===== config.mk =====
export PLATFORM = sky130hd
export DESIGN_NAME = ion_packet_collector
export DESIGN_NICKNAME = d
export VERILOG_FILES = /design/src/rtl/ion_packet_collector_pkg.sv /design/src/rtl/packet_fifo.sv /design/src/rtl/ion_packet_collector.sv
export SDC_FILE = /design/constraint.sdc
export NUM_CORES = 1
export LEC_CHECK = 0
export CORE_MARGIN = 5
export CORE_UTILIZATION = 35
export CTS_CLUSTER_SIZE = 12
export DETAILED_ROUTE_END_ITERATION = 7
export HOLD_SLACK_MARGIN = 0.08
export PLACE_DENSITY = 0.53
export SYNTH_ARGS = -nofsm -noshare
export SYNTH_HDL_FRONTEND = slang
export SYNTH_SLANG_ARGS = --single-unit

===== constraint.sdc =====
create_clock -name clock -period 4.7 [get_ports clock]
set_input_delay 0.94 -clock clock [delete_from_list [all_inputs] [get_ports clock]]
set_output_delay 0.94 -clock clock [all_outputs]
set_load 0.01 [all_outputs]

===== src/rtl/ion_packet_collector_pkg.sv =====
// rtl/ion_packet_collector_pkg.sv - shared constants, state encoding and channel encoder for the ion packet collector
package ion_packet_collector_pkg;

    localparam int DATA_W     = 110;
    localparam int CHANNELS   = 8;
    localparam int FIFO_DEPTH = 4;
    localparam int CHAN_W     = 3;
    localparam int ENTRY_W    = DATA_W + CHAN_W;
    localparam int NB         = (DATA_W + 7) / 8;
    localparam int SHIFT_W    = NB * 8;

    localparam logic [3:0] HEADER_TAG = 4'hA;

    typedef enum logic [1:0] {
        ST_IDLE   = 2'd0,
        ST_HEADER = 2'd1,
        ST_DATA   = 2'd2
    } state_t;

    // Lowest set strobe wins; scanning downward lets the lowest index overwrite.
    function automatic logic [CHAN_W-1:0] lowest_chan(input logic [CHANNELS-1:0] strobes);
        logic [CHAN_W-1:0] idx;
        idx = '0;
        for (int i = CHANNELS - 1; i >= 0; i--) begin
            if (strobes[i]) idx = CHAN_W'(i);
        end
        return idx;
    endfunction

endpackage


===== src/rtl/packet_fifo.sv =====
// rtl/packet_fifo.sv - synchronous show-ahead FIFO holding captured packet entries
module packet_fifo #(
    parameter int WIDTH = 8,
    parameter int DEPTH = 4
) (
    input  logic                           clock,
    input  logic                           resetn,
    input  logic                           push,
    input  logic [WIDTH-1:0]               push_data,
    input  logic                           pop,
    output logic [WIDTH-1:0]               head,
    output logic                           full,
    output logic                           empty,
    output logic [$clog2(DEPTH+1)-1:0]     count
);
    localparam int AW = $clog2(DEPTH);
    localparam int CW = $clog2(DEPTH + 1);

    logic [WIDTH-1:0] mem [DEPTH];
    logic [AW-1:0]    wr_ptr;
    logic [AW-1:0]    rd_ptr;
    logic             do_push;
    logic             do_pop;

    // Fullness is judged on the count at the start of the cycle, so a
    // simultaneous pop never makes room for the push.
    assign full    = (count == CW'(DEPTH));
    assign empty   = (count == '0);
    assign do_push = push && !full;
    assign do_pop  = pop && !empty;
    assign head    = mem[rd_ptr];

    always_ff @(posedge clock) begin
        if (do_push) mem[wr_ptr] <= push_data;
    end

    always_ff @(posedge clock or negedge resetn) begin
        if (!resetn) begin
            wr_ptr <= '0;
            rd_ptr <= '0;
            count  <= '0;
        end else begin
            if (do_push) wr_ptr <= wr_ptr + 1'b1;
            if (do_pop)  rd_ptr <= rd_ptr + 1'b1;
            case ({do_push, do_pop})
                2'b10:   count <= count + 1'b1;
                2'b01:   count <= count - 1'b1;
                default: count <= count;
            endcase
        end
    end

endmodule


===== src/rtl/ion_packet_collector.sv =====
// rtl/ion_packet_collector.sv - captures strobed sensor packets and serializes them as 15-byte frames
module ion_packet_collector
    import ion_packet_collector_pkg::*;
(
    input  logic                clock,
    input  logic                resetn,
    input  logic [CHANNELS-1:0] ready_in,
    input  logic [DATA_W-1:0]   data_in,
    output logic [7:0]          out_byte,
    output logic                out_valid,
    input  logic                out_ready,
    output logic                busy,
    output logic [7:0]          drop_count
);
    localparam int CW = $clog2(FIFO_DEPTH + 1);
    localparam logic [3:0] LAST_BYTE = 4'(NB - 1);

    logic [ENTRY_W-1:0] push_data;
    logic [ENTRY_W-1:0] head;
    logic               strobe;
    logic               pop;
    logic               fifo_full;
    logic               fifo_empty;
    logic [CW-1:0]      fifo_count;
    state_t             state;
    logic [SHIFT_W-1:0] shift;
    logic [3:0]         byte_cnt;

    assign strobe    = |ready_in;
    assign push_data = {lowest_chan(ready_in), data_in};
    assign pop       = (state == ST_IDLE) && !fifo_empty;
    assign busy      = (state != ST_IDLE) || (fifo_count != '0);

    packet_fifo #(
        .WIDTH (ENTRY_W),
        .DEPTH (FIFO_DEPTH)
    ) u_fifo (
        .clock     (clock),
        .resetn    (resetn),
        .push      (strobe),
        .push_data (push_data),
        .pop       (pop),
        .head      (head),
        .full      (fifo_full),
        .empty     (fifo_empty),
        .count     (fifo_count)
    );

    always_ff @(posedge clock or negedge resetn) begin
        if (!resetn) begin
            drop_count <= '0;
        end else if (strobe && fifo_full && drop_count != 8'hFF) begin
            drop_count <= drop_count + 8'd1;
        end
    end

    // out_byte always holds the byte being offered, so it is preloaded one
    // step ahead of each accept from the top of the shift register.
    always_ff @(posedge clock or negedge resetn) begin
        if (!resetn) begin
            state     <= ST_IDLE;
            out_valid <= 1'b0;
            out_byte  <= '0;
            shift     <= '0;
            byte_cnt  <= '0;
        end else begin
            case (state)
                ST_IDLE: begin
                    if (!fifo_empty) begin
                        shift     <= {{(SHIFT_W - DATA_W){1'b0}}, head[DATA_W-1:0]};
                        out_byte  <= {HEADER_TAG, 1'b0, head[ENTRY_W-1 -: CHAN_W]};
                        out_valid <= 1'b1;
                        state     <= ST_HEADER;
                    end
                end
                ST_HEADER: begin
                    if (out_ready) begin
                        out_byte <= shift[SHIFT_W-1 -: 8];
                        byte_cnt <= '0;
                        state    <= ST_DATA;
                    end
                end
                ST_DATA: begin
                    if (out_ready) begin
                        shift    <= shift << 8;
                        byte_cnt <= byte_cnt + 4'd1;
                        if (byte_cnt == LAST_BYTE) begin
                            out_valid <= 1'b0;
                            out_byte  <= '0;
                            state     <= ST_IDLE;
                        end else begin
                            out_byte <= shift[SHIFT_W-9 -: 8];
                        end
                    end
                end
                default: begin
                    out_valid <= 1'b0;
                    state     <= ST_IDLE;
                end
            endcase
        end
    end

endmodule


==> metrics, run 1 <==
status=finished, final reports clean; Critical Path Fanout Max=5; row count=94; number of setup violations in the final report=0; final hold violation count=0; VDD IR max=0.365 mV; Synth Net Count=about 1400; normalized max-slew margin=0.309; pwr/cell area=approximately 730 nW/um^2; CP arrival=approximately 2600 ps; cell area after layout=between 20000 and 30000 sq um; postcts setup bufs=0; initial core utilization=0.353; crit path launch type=flop; share of cells above drive strength 1=0.173; post-DR wirelength/cell=approximately 21 um; yosys warns=0; H-Tree Depth=3; Tmin final=about 3500 ps; vias in the first global route=roughly 12000; 1st-pass router iterations=5; Post-DRT Antenna Nets=0; Area growth syn-to-layout=19.9%; GP Congestion=between 0.7 and 0.8; Hold-fix buffers, CTS=0; max-cap viol count=0; Top Ports=approximately 140; RSZ-0062 raised after global routing=false; Worst Tran Pin Value=roughly 1000 ps; CORE AREA=approximately 66000 sq um; Die W=approximately 270 um; Seq cells post-synth=around 600; final setup margin=~1200 ps; Cell Area, Placed=25700 sq um; synth top area cells=edfxtp_1, dfrtp_1, mux4_2; crit end category=primary output; synth cell count leaders=edfxtp_1, dfrtp_1, mux4_2, nor2_1, a21oi_1; Min-Delay Path Class=input pin to asynchronous set/reset pin; leading cell type by number of instances after synthesis=edfxtp_1; GRT Util Overall=0.139; detailed placement HPWL=29.9 mm; Synth Flop Type=edfxtp_1; synthesized cell area=23200 sq um; post-route setup TNS=0 ps; Clock Latency Late Sink=590 ps; Compound-Gate Fraction of Synth Area=0.0390; Critical Path RT=around 3800 ps; initial antenna violation count=2; total CTS buffers=68; fin crit share=0.744; number of flops mapped to enable cells by yosys=about 450; fin. max-slew vios=0; Nets=around 1600; via count=approximately 12000; Async SR Flop Fraction=0.239; Die Y=approximately 270 um; final core occ=0.423; Seq/Total Area, Yosys=0.739; Worst-path clk slew=60 ps; met1 GRT Util=0.194; full die area=~71000 sq um; # port buffers=138; Cells after Synth=between 1000 and 1500; grt ovf=0; Worst Setup Path Type=flop to primary output; Post-Place Setup Slack=~1000 ps; CTS resizes=0; cell taking the most area after synthesis=edfxtp_1; GRT busiest layer=met2; CTS tree=built; via-per-instance ratio=around 4.9; largest family of logic cells by synthesized area=multiplexers; grt met3 use=0.0274; DR iter-0 viols=~630; simple logic cell fraction of the synthesized area=0.0336; DR DRC count=0; largest net degree at the start of global routing=93; Syn Area/Cell=18.4 sq um; Root Driver=clkbuf_16; Synth cell types=50; met2 Usage GRT=0.226; share of the synthesized area in the top cell type=0.586; fmax=286 MHz; CTS Buffer Depth=3; multiplexer area fraction after synthesis=0.155; xor and xnor area share after synthesis=0.00453; WHS=442 ps; Clock Skews=17.8 ps; first-pass GRT wire length=between 70 and 80 mm; fillers=5780; LEAKAGE=approximately 0.0095 uW; adder-cell share of the synthesized area=0.00842; clk sinks=slightly below 600; Routed WL=just under 50 mm
## cell families (layout without fill, tap and decap cells)
kind of cell	Yosys count	in the layout
other	0	1
AO/OA/AOI/OAI	155	155
buffers and inverters	96	319
XOR/XNOR	12	12
flip-flops	594	594
AND/OR/NAND/NOR	171	171
multiplexers	216	216
adder cells (fa/ha/maj)	15	15
## sequential cells by signal, indices dropped and copies added (netlist names)
| register | flops |
|---|---|
| drop_count | 8 |
| u_fifo.wr_ptr | 2 |
| out_byte | 8 |
| byte_cnt | 4 |
| shift | 112 |
| out_valid | 1 |
| u_fifo.count | 3 |
| u_fifo.rd_ptr | 2 |
| u_fifo.mem | 452 |
| state | 2 |
## layout make-up
class	instances	area (sq um)	share of cell area
Antenna cell	1	2.50	0.0000901
Clock buffer	104	1940	0.0698
Clock inverter	21	158	0.00567
Inverter	28	105	0.00378
Multi-Input combinational cell	569	5590	0.201
Sequential cell	594	17100	0.617
Tap cell	864	1080	0.0389
Timing Repair Buffer	166	1770	0.0636
## layer usage
metal | wire length [um] | share of wire
met5 | 0 | 0
met3 | 2190 | 0.044
met4 | 794 | 0.016
met2 | 23900 | 0.49
met1 | 22400 | 0.45
## placed cells by master (no fill, tap or decap), drive strengths merged, types with 3 or more instances in the layout
cell type,Yosys,final
nor4,5,5
a21oi,106,106
mux2,4,4
edfxtp,452,452
inv,28,32
clkbuf,19,104
o2bb2ai,5,5
xor2,8,8
a22o,4,4
xnor2,4,4
nor2,110,110
nand2b,5,5
o21ai,12,12
o211ai,6,6
mux4,113,113
dfrtp,142,142
clkdlybuf4s50,0,137
and2,4,4
mux2i,99,99
nand3,5,5
nand2,30,30
clkinv,0,14
buf,49,29
a31oi,3,3
nor3,4,4
ha,14,14
a22oi,3,3
o22ai,8,8
## where the power goes
part	switching [uW]	leakage [uW]	internal, uW	total [uW]
Clock	2020	0.00102	2910	4930
Combinational	3580	0.00263	2900	6480
Sequential	934	0.00582	7980	8920
Total	6530	0.00947	13800	20300
## per-stage QoR
step / std cells / power (uW)
finish: 2347 / 20300
global route: 2346 / 21600
CTS: 2346 / 20700
detailed placement: 2221 / 15700
global placement: 2221 / 15500
floorplan: 1259 / 13500
## worst max-delay path, cell delays in order, from the launching register on
cell	delay, ps
dfrtp_1	420
inv_1	160
ha_1	290
nor4b_4	480
inv_2	120
clkdlybuf4s50_1	510
## worst paths after layout
check,cells after the start,endpoint,slack (ps),from
min in group clock,1,out_byte[6],490,out_byte[6]
min reg2reg,1,out_byte[6],490,out_byte[6]
max in group asynchronous,2,u_fifo.rd_ptr[1],3370,resetn
max,5,busy,1200,state[0]
min,1,shift[100],440,resetn
max reg2reg,7,shift[5],1740,state[0]
Note: power is estimated with default switching activity, not from simulation.
==> run 2, diff against run 1 <==
- PLACE_DENSITY: 0.53 -> 0.55
- clock period: 4.7 -> 2.9 ns (I/O delays scaled with it)
==> run 2 against run 1 <==
Worst hold slack improved by 54 ps. First-iteration DRC count is 0.96% lower. Sequential cell count stayed put. Non-clock buffer count rose by 18. Utilization grew 0.41 points. Sequential power rose by 58%. Cell count is 0.55% higher. Total power grew 65%. Routed wire length up 0.54%. Die area did not move. Register-to-register slack lost 1200 ps.
==> metrics, run 2 (synthesized netlist as in run 1, its figures left out) <==
final core occ=0.427; DR iter-0 viols=between 600 and 700; share of cells above drive strength 1=0.186; Post-Place Setup Slack=between 80 and 90 ps; commonest non-fill, non-tap cell in the layout=edfxtp_1; Worst Hold Endpoint=out_byte[3]; Cell Area, Placed=around 26000 sq um; Post-DRT Antenna Nets=0; number of setup violations in the final report=0; detailed placement HPWL=30.8 mm; clk sinks=594; Pint=between 20000 and 25000 uW; largest net degree at the start of global routing=between 60 and 70; Critical Path RT=around 2300 ps; met2 Usage GRT=0.227; fmax=361 MHz; Switch Pwr=10700 uW; via-per-instance ratio=4.91; GRT busiest layer=met2; pwr/cell area=~1200 nW/um^2; CP max stage delay=just under 500 ps; Worst Tran Pin Value=roughly 730 ps; total CTS buffers=66; DR DRC count=0; Routed WL=roughly 50 mm; Nets=about 1600; Worst R2R Path Depth=10; RSZ-0062 raised after global routing=false; clock power share=0.239; vias in the first global route=approximately 12000; most frequent cells in the layout=edfxtp_1, dfrtp_1, clkdlybuf4s50_1; r2r setup slk=580 ps; Clock Latency Late Sink=~580 ps; post-route setup TNS=0 ps; initial core utilization=0.353; CTS tree=built; Crit path top cell by count=inv_2; grt ovf=0; Die Y=~270 um; Area growth syn-to-layout=21.0%; Top Ports=139; Root Driver=clkbuf_16; max reg flops=452; LEAKAGE=approximately 0.0096 uW; cell area after layout=roughly 28000 sq um; fin. max-slew vios=0; worst r2r src=state[1]; Die W=between 200 and 300 um; met1 GRT Util=0.196; hold path cells=1; Critical Path Fanout Max=4; CORE AREA=between 60000 and 70000 sq um; via count=roughly 12000; fillers=5750; Reg with most FFs=u_fifo.mem; H-Tree Depth=3; crit path from=state[1]; row count=94; Worst Setup Path Type=flop to primary output; # port buffers=around 140; final setup margin=approximately 130 ps; Worst-path clk slew=about 60 ps; cell family with most CP delay=buffers and inverters; full die area=~70000 sq um; Buf+Inv Stages, Crit Path=3; CTS Buffer Depth=3; fin crit share=0.955; final hold violation count=0; post-DR wirelength/cell=roughly 21 um; critical-path cell list=inv_2 -> ha_1 -> nor4b_4 -> inv_2 -> clkdlybuf4s50_1; GP Congestion=0.730; 1st-pass router iterations=5; VDD IR max=0.524 mV; Net Sw Frac=0.320; sequential share of power=0.422; initial antenna violation count=2; CP arrival=between 2000 and 2500 ps; reg2reg end=u_fifo.count[2]; status=finished, final reports clean; grt met3 use=0.0277; HP Start=out_byte[3]; normalized max-slew margin=0.507; slowest stage cell, crit path=clkdlybuf4s50_1; crit end category=primary output; GRT Util Overall=0.140; max-cap viol count=0; crit path launch type=flop; Tmin final=between 2000 and 3000 ps; first-pass GRT wire length=76.6 mm; combinational share of power=0.338; Regs by FF count=u_fifo.mem (452), shift (112); Clock Skews=around 22 ps; Min-Delay Path Class=flop to flop
==> run 2: changes by cell type in the layout (fill, tap and decap cells not counted) <==
| cell | change |
|---|---|
| buf_12 | +11 |
| buf_4 | +6 |
| bufinv_16 | +2 |
| clkbuf_1 | -5 |
| clkbuf_16 | -3 |
| clkbuf_8 | +4 |
| clkinv_1 | -4 |
| clkinv_2 | +2 |
| clkinv_8 | -1 |
| diode_2 | +1 |
| dlygate4sd3_1 | +1 |
| inv_1 | -2 |
| inv_2 | +2 |
| inv_6 | -1 |
==> run 2: area by class of cell <==
cell class,count,area [sq um],share of cell area
clock buffer,100,1900,0.0678
multi-input combinational,569,5590,0.199
antenna,2,5.00,0.000178
inverter,28,105,0.00375
clock inverter,19,188,0.00669
tap,864,1080,0.0385
sequential,594,17100,0.611
timing repair buffer,184,2040,0.0728
==> run 2: worst max path at each step <==
stage,end,slack [ps],cells past startpoint
global route,busy,0.05,5
global placement,u_fifo.count[2],50,10
floorplan,u_fifo.mem[0][0],-20,3
CTS,busy,10,5
finish,busy,130,5
detailed placement,u_fifo.count[2],90,10
==> run 2: repair_timing <==
item,4_1_cts,5_1_grt
endpoints found under the hold margin,58,0
endpoints found under the setup margin,1,1
gates resized for setup,0,2
cloned,0,0
hold buffers,1,0
buffers inserted,1,0
==> run 2: stage by stage <==
step           hold WS (ps)  power [uW]  std cells
5_1_grt                 515       35600       2358
3_5_place_dp            482       25900       2237
3_3_place_gp            481       25700       2237
4_1_cts                 498       34100       2358
2_1_floorplan           284       21800       1259
6_report                495       33500       2360
==> run 2: routing by layer <==
metal,up-vias,part of all wire
li1,5279,-
met1,6027,0.45
met2,221,0.49
met3,59,0.049
met4,4,0.016
met5,-,0.00048
==> run 2: power by group through the flow <==
stage / sequential [uW] / clock (uW) / combinational [uW]
after floorplan: 14000 / 0 / 7780
after detailed placement: 14300 / 0 / 11600
after CTS: 14200 / 8280 / 11700
after global placement: 14200 / 0 / 11500
after global routing: 14400 / 8670 / 12500
final: 14100 / 8010 / 11300
==> run 2: worst reg2reg max path, cell delays in order (launching register included) <==
cell,delay (ps)
dfrtp_1,440
inv_2,120
ha_1,190
buf_4,140
o31a_1,270
ha_1,240
inv_1,60
fa_1,370
xor2_1,150
nor2_1,120
xnor2_1,130
==> patch: new RTL, config.mk and constraints of run 2 <==
The 3 states of `state_t` get a one-hot encoding in 3 bits.
--- a/src/rtl/ion_packet_collector_pkg.sv
+++ b/src/rtl/ion_packet_collector_pkg.sv
@@ -12,8 +12,8 @@
     localparam logic [3:0] HEADER_TAG = 4'hA;
 
-    typedef enum logic [1:0] {
-        ST_IDLE   = 2'd0,
-        ST_HEADER = 2'd1,
-        ST_DATA   = 2'd2
+    typedef enum logic [2:0] {
+        ST_IDLE   = 3'b001,
+        ST_HEADER = 3'b010,
+        ST_DATA   = 3'b100
     } state_t;
 
Check against the original RTL: no difference found for any inputs over 4 cycles, from zero or initial values and one cycle with resetn low; so few cycles prove little.
==> patch against run 2 <==
  * Total power fell by 5.4%
  * Via count grew 6.0%
  * Highest routed layer unchanged
  * Synthesized cell count rose by 8.5%
  * Cell area decreased by 1.4%
  * Sequential cell count increased by 1
  * Routed wire length increased by 2.4%
  * Largest cell class unchanged
  * Worst setup slack better by 0.047 ns
  * Area after synthesis down 0.70%
  * First-iteration DRC count grew 22%
  * Clock skew increased by 0.0021 ns
==> patch: results (changes against run 2) <==
The synthesized area divided by synthesized cell count is 16.8 sq um (-8.5%). The total met3 wirelength after detailed routing came out at 2.82 mm (+17%). The run finished with clean final reports.

The detailed-route wire length on metal 1 was 22.8 mm (+2.2%). The number of buffers added by the clock tree synthesis step is 61 (-7.6%). The class of the tightest hold or removal check is in2async. The clock latency on the worst-skew pair was 0.62 ns (+0.04 ns). The proportion of synthesized flip-flops having asynchronous set or reset is 24.0% (+0.13 points).

The count of cell types in the netlist is 55 (+10%). The switching share of power is 31.3% (-0.67 points). Among all stages on the critical path, the largest delay is contributed by sky130_fd_sc_hd__dfrtp_1. The power density normalized to cell area came to 1140 mW/mm^2 (-4.1%). The number of standard cells in the final layout excluding fillers came out at 2449 (+3.8%).

The count of nets after finishing is 1659 (+5.1%). The setup slack at placement is 0.166 ns (+0.0794 ns). The peak clock frequency supported by timing came out at 367 MHz (+1.7%). Ranked by total cell area, the synthesized netlist is headed by sky130_fd_sc_hd__edfxtp_1 (59%), sky130_fd_sc_hd__dfrtp_1 (15%), sky130_fd_sc_hd__mux4_2 (11%), sky130_fd_sc_hd__nand2_1 (3.8%), sky130_fd_sc_hd__a31oi_1 (2.8%).

The worst-path maximum fanout came out at 14 (+10). The commonest cells after synthesis are sky130_fd_sc_hd__edfxtp_1 (452), sky130_fd_sc_hd__nand2_1 (234), sky130_fd_sc_hd__dfrtp_1 (142). The startpoint identified for the worst register-to-register timing path is u_fifo.count[2]. The combinational group power was 0.00996 W (-12%). The number of global-route vias before repair came out at 12800 (+3.6%). The share of layout cells above drive strength 1 is 16.1% (-2.5 points).

The share of the yosys chip area belonging to registers came out at 74.5% (+0.63 points). The via density per instance is 5.02 (+2.1%). The post-synthesis net count is 1496 (+7.2%). The worst setup slack for register-to-register paths came out at 0.69 ns (+0.11 ns). The worst supply voltage drop on vdd came out at 0.000768 V (+46%). The number of flip-flops under the largest register name came out at 452 (unchanged). The initial detailed-routing violation count came out at 756 (+22%). The number of cell instances on the worst register-to-register path came out at 5 (-5). The post-DP HPWL is 30.9 mm (+0.38%). The static leakage is 9.52 nW (-0.84%). The worst-margin pin slew is 0.714 ns (-0.0197 ns). The setup skew after layout is 0.0237 ns (+0.00208 ns). The buffers inserted during post-CTS setup optimization came out at 1 (unchanged). The initial antenna violation count came out at 9 (+7).

The met3 global-route usage is 3.85% (+1.1 points). The H-tree depth came out at 2 (-1). The post-synthesis compound-gate area fraction is 4.52% (+0.61 points).
-- patch: cell types whose count changed after synthesis, sizes merged, moves of 8 or more --
cell	change
inv	-17
a31oi	+101
clkbuf	+12
o22ai	-8
mux2i	-98
a21oi	-99
nand2	+204
-- patch: worst min-delay path by stage --
stage,cells past startpoint,end,slack [ns],from
after floorplan,0,byte_cnt[0],0.28,resetn
after global routing,2,shift[99],0.48,resetn
after global placement,1,shift[7],0.47,shift[7]
after CTS,2,out_byte[2],0.43,resetn
after detailed placement,1,shift[6],0.48,shift[6]
final,2,shift[99],0.45,resetn
-- patch: cell type report --
cell class / instances / area, sq um / share of cell area [%]
Tap cell: 864 / 1080 / 3.91
Clock inverter: 14 / 124 / 0.448
Sequential cell: 595 / 17200 / 62.0
Timing Repair Buffer: 179 / 1970 / 7.12
Antenna cell: 3 / 7.51 / 0.0271
Inverter: 11 / 41.3 / 0.149
Multi-Input combinational cell: 681 / 5470 / 19.8
Clock buffer: 102 / 1800 / 6.52
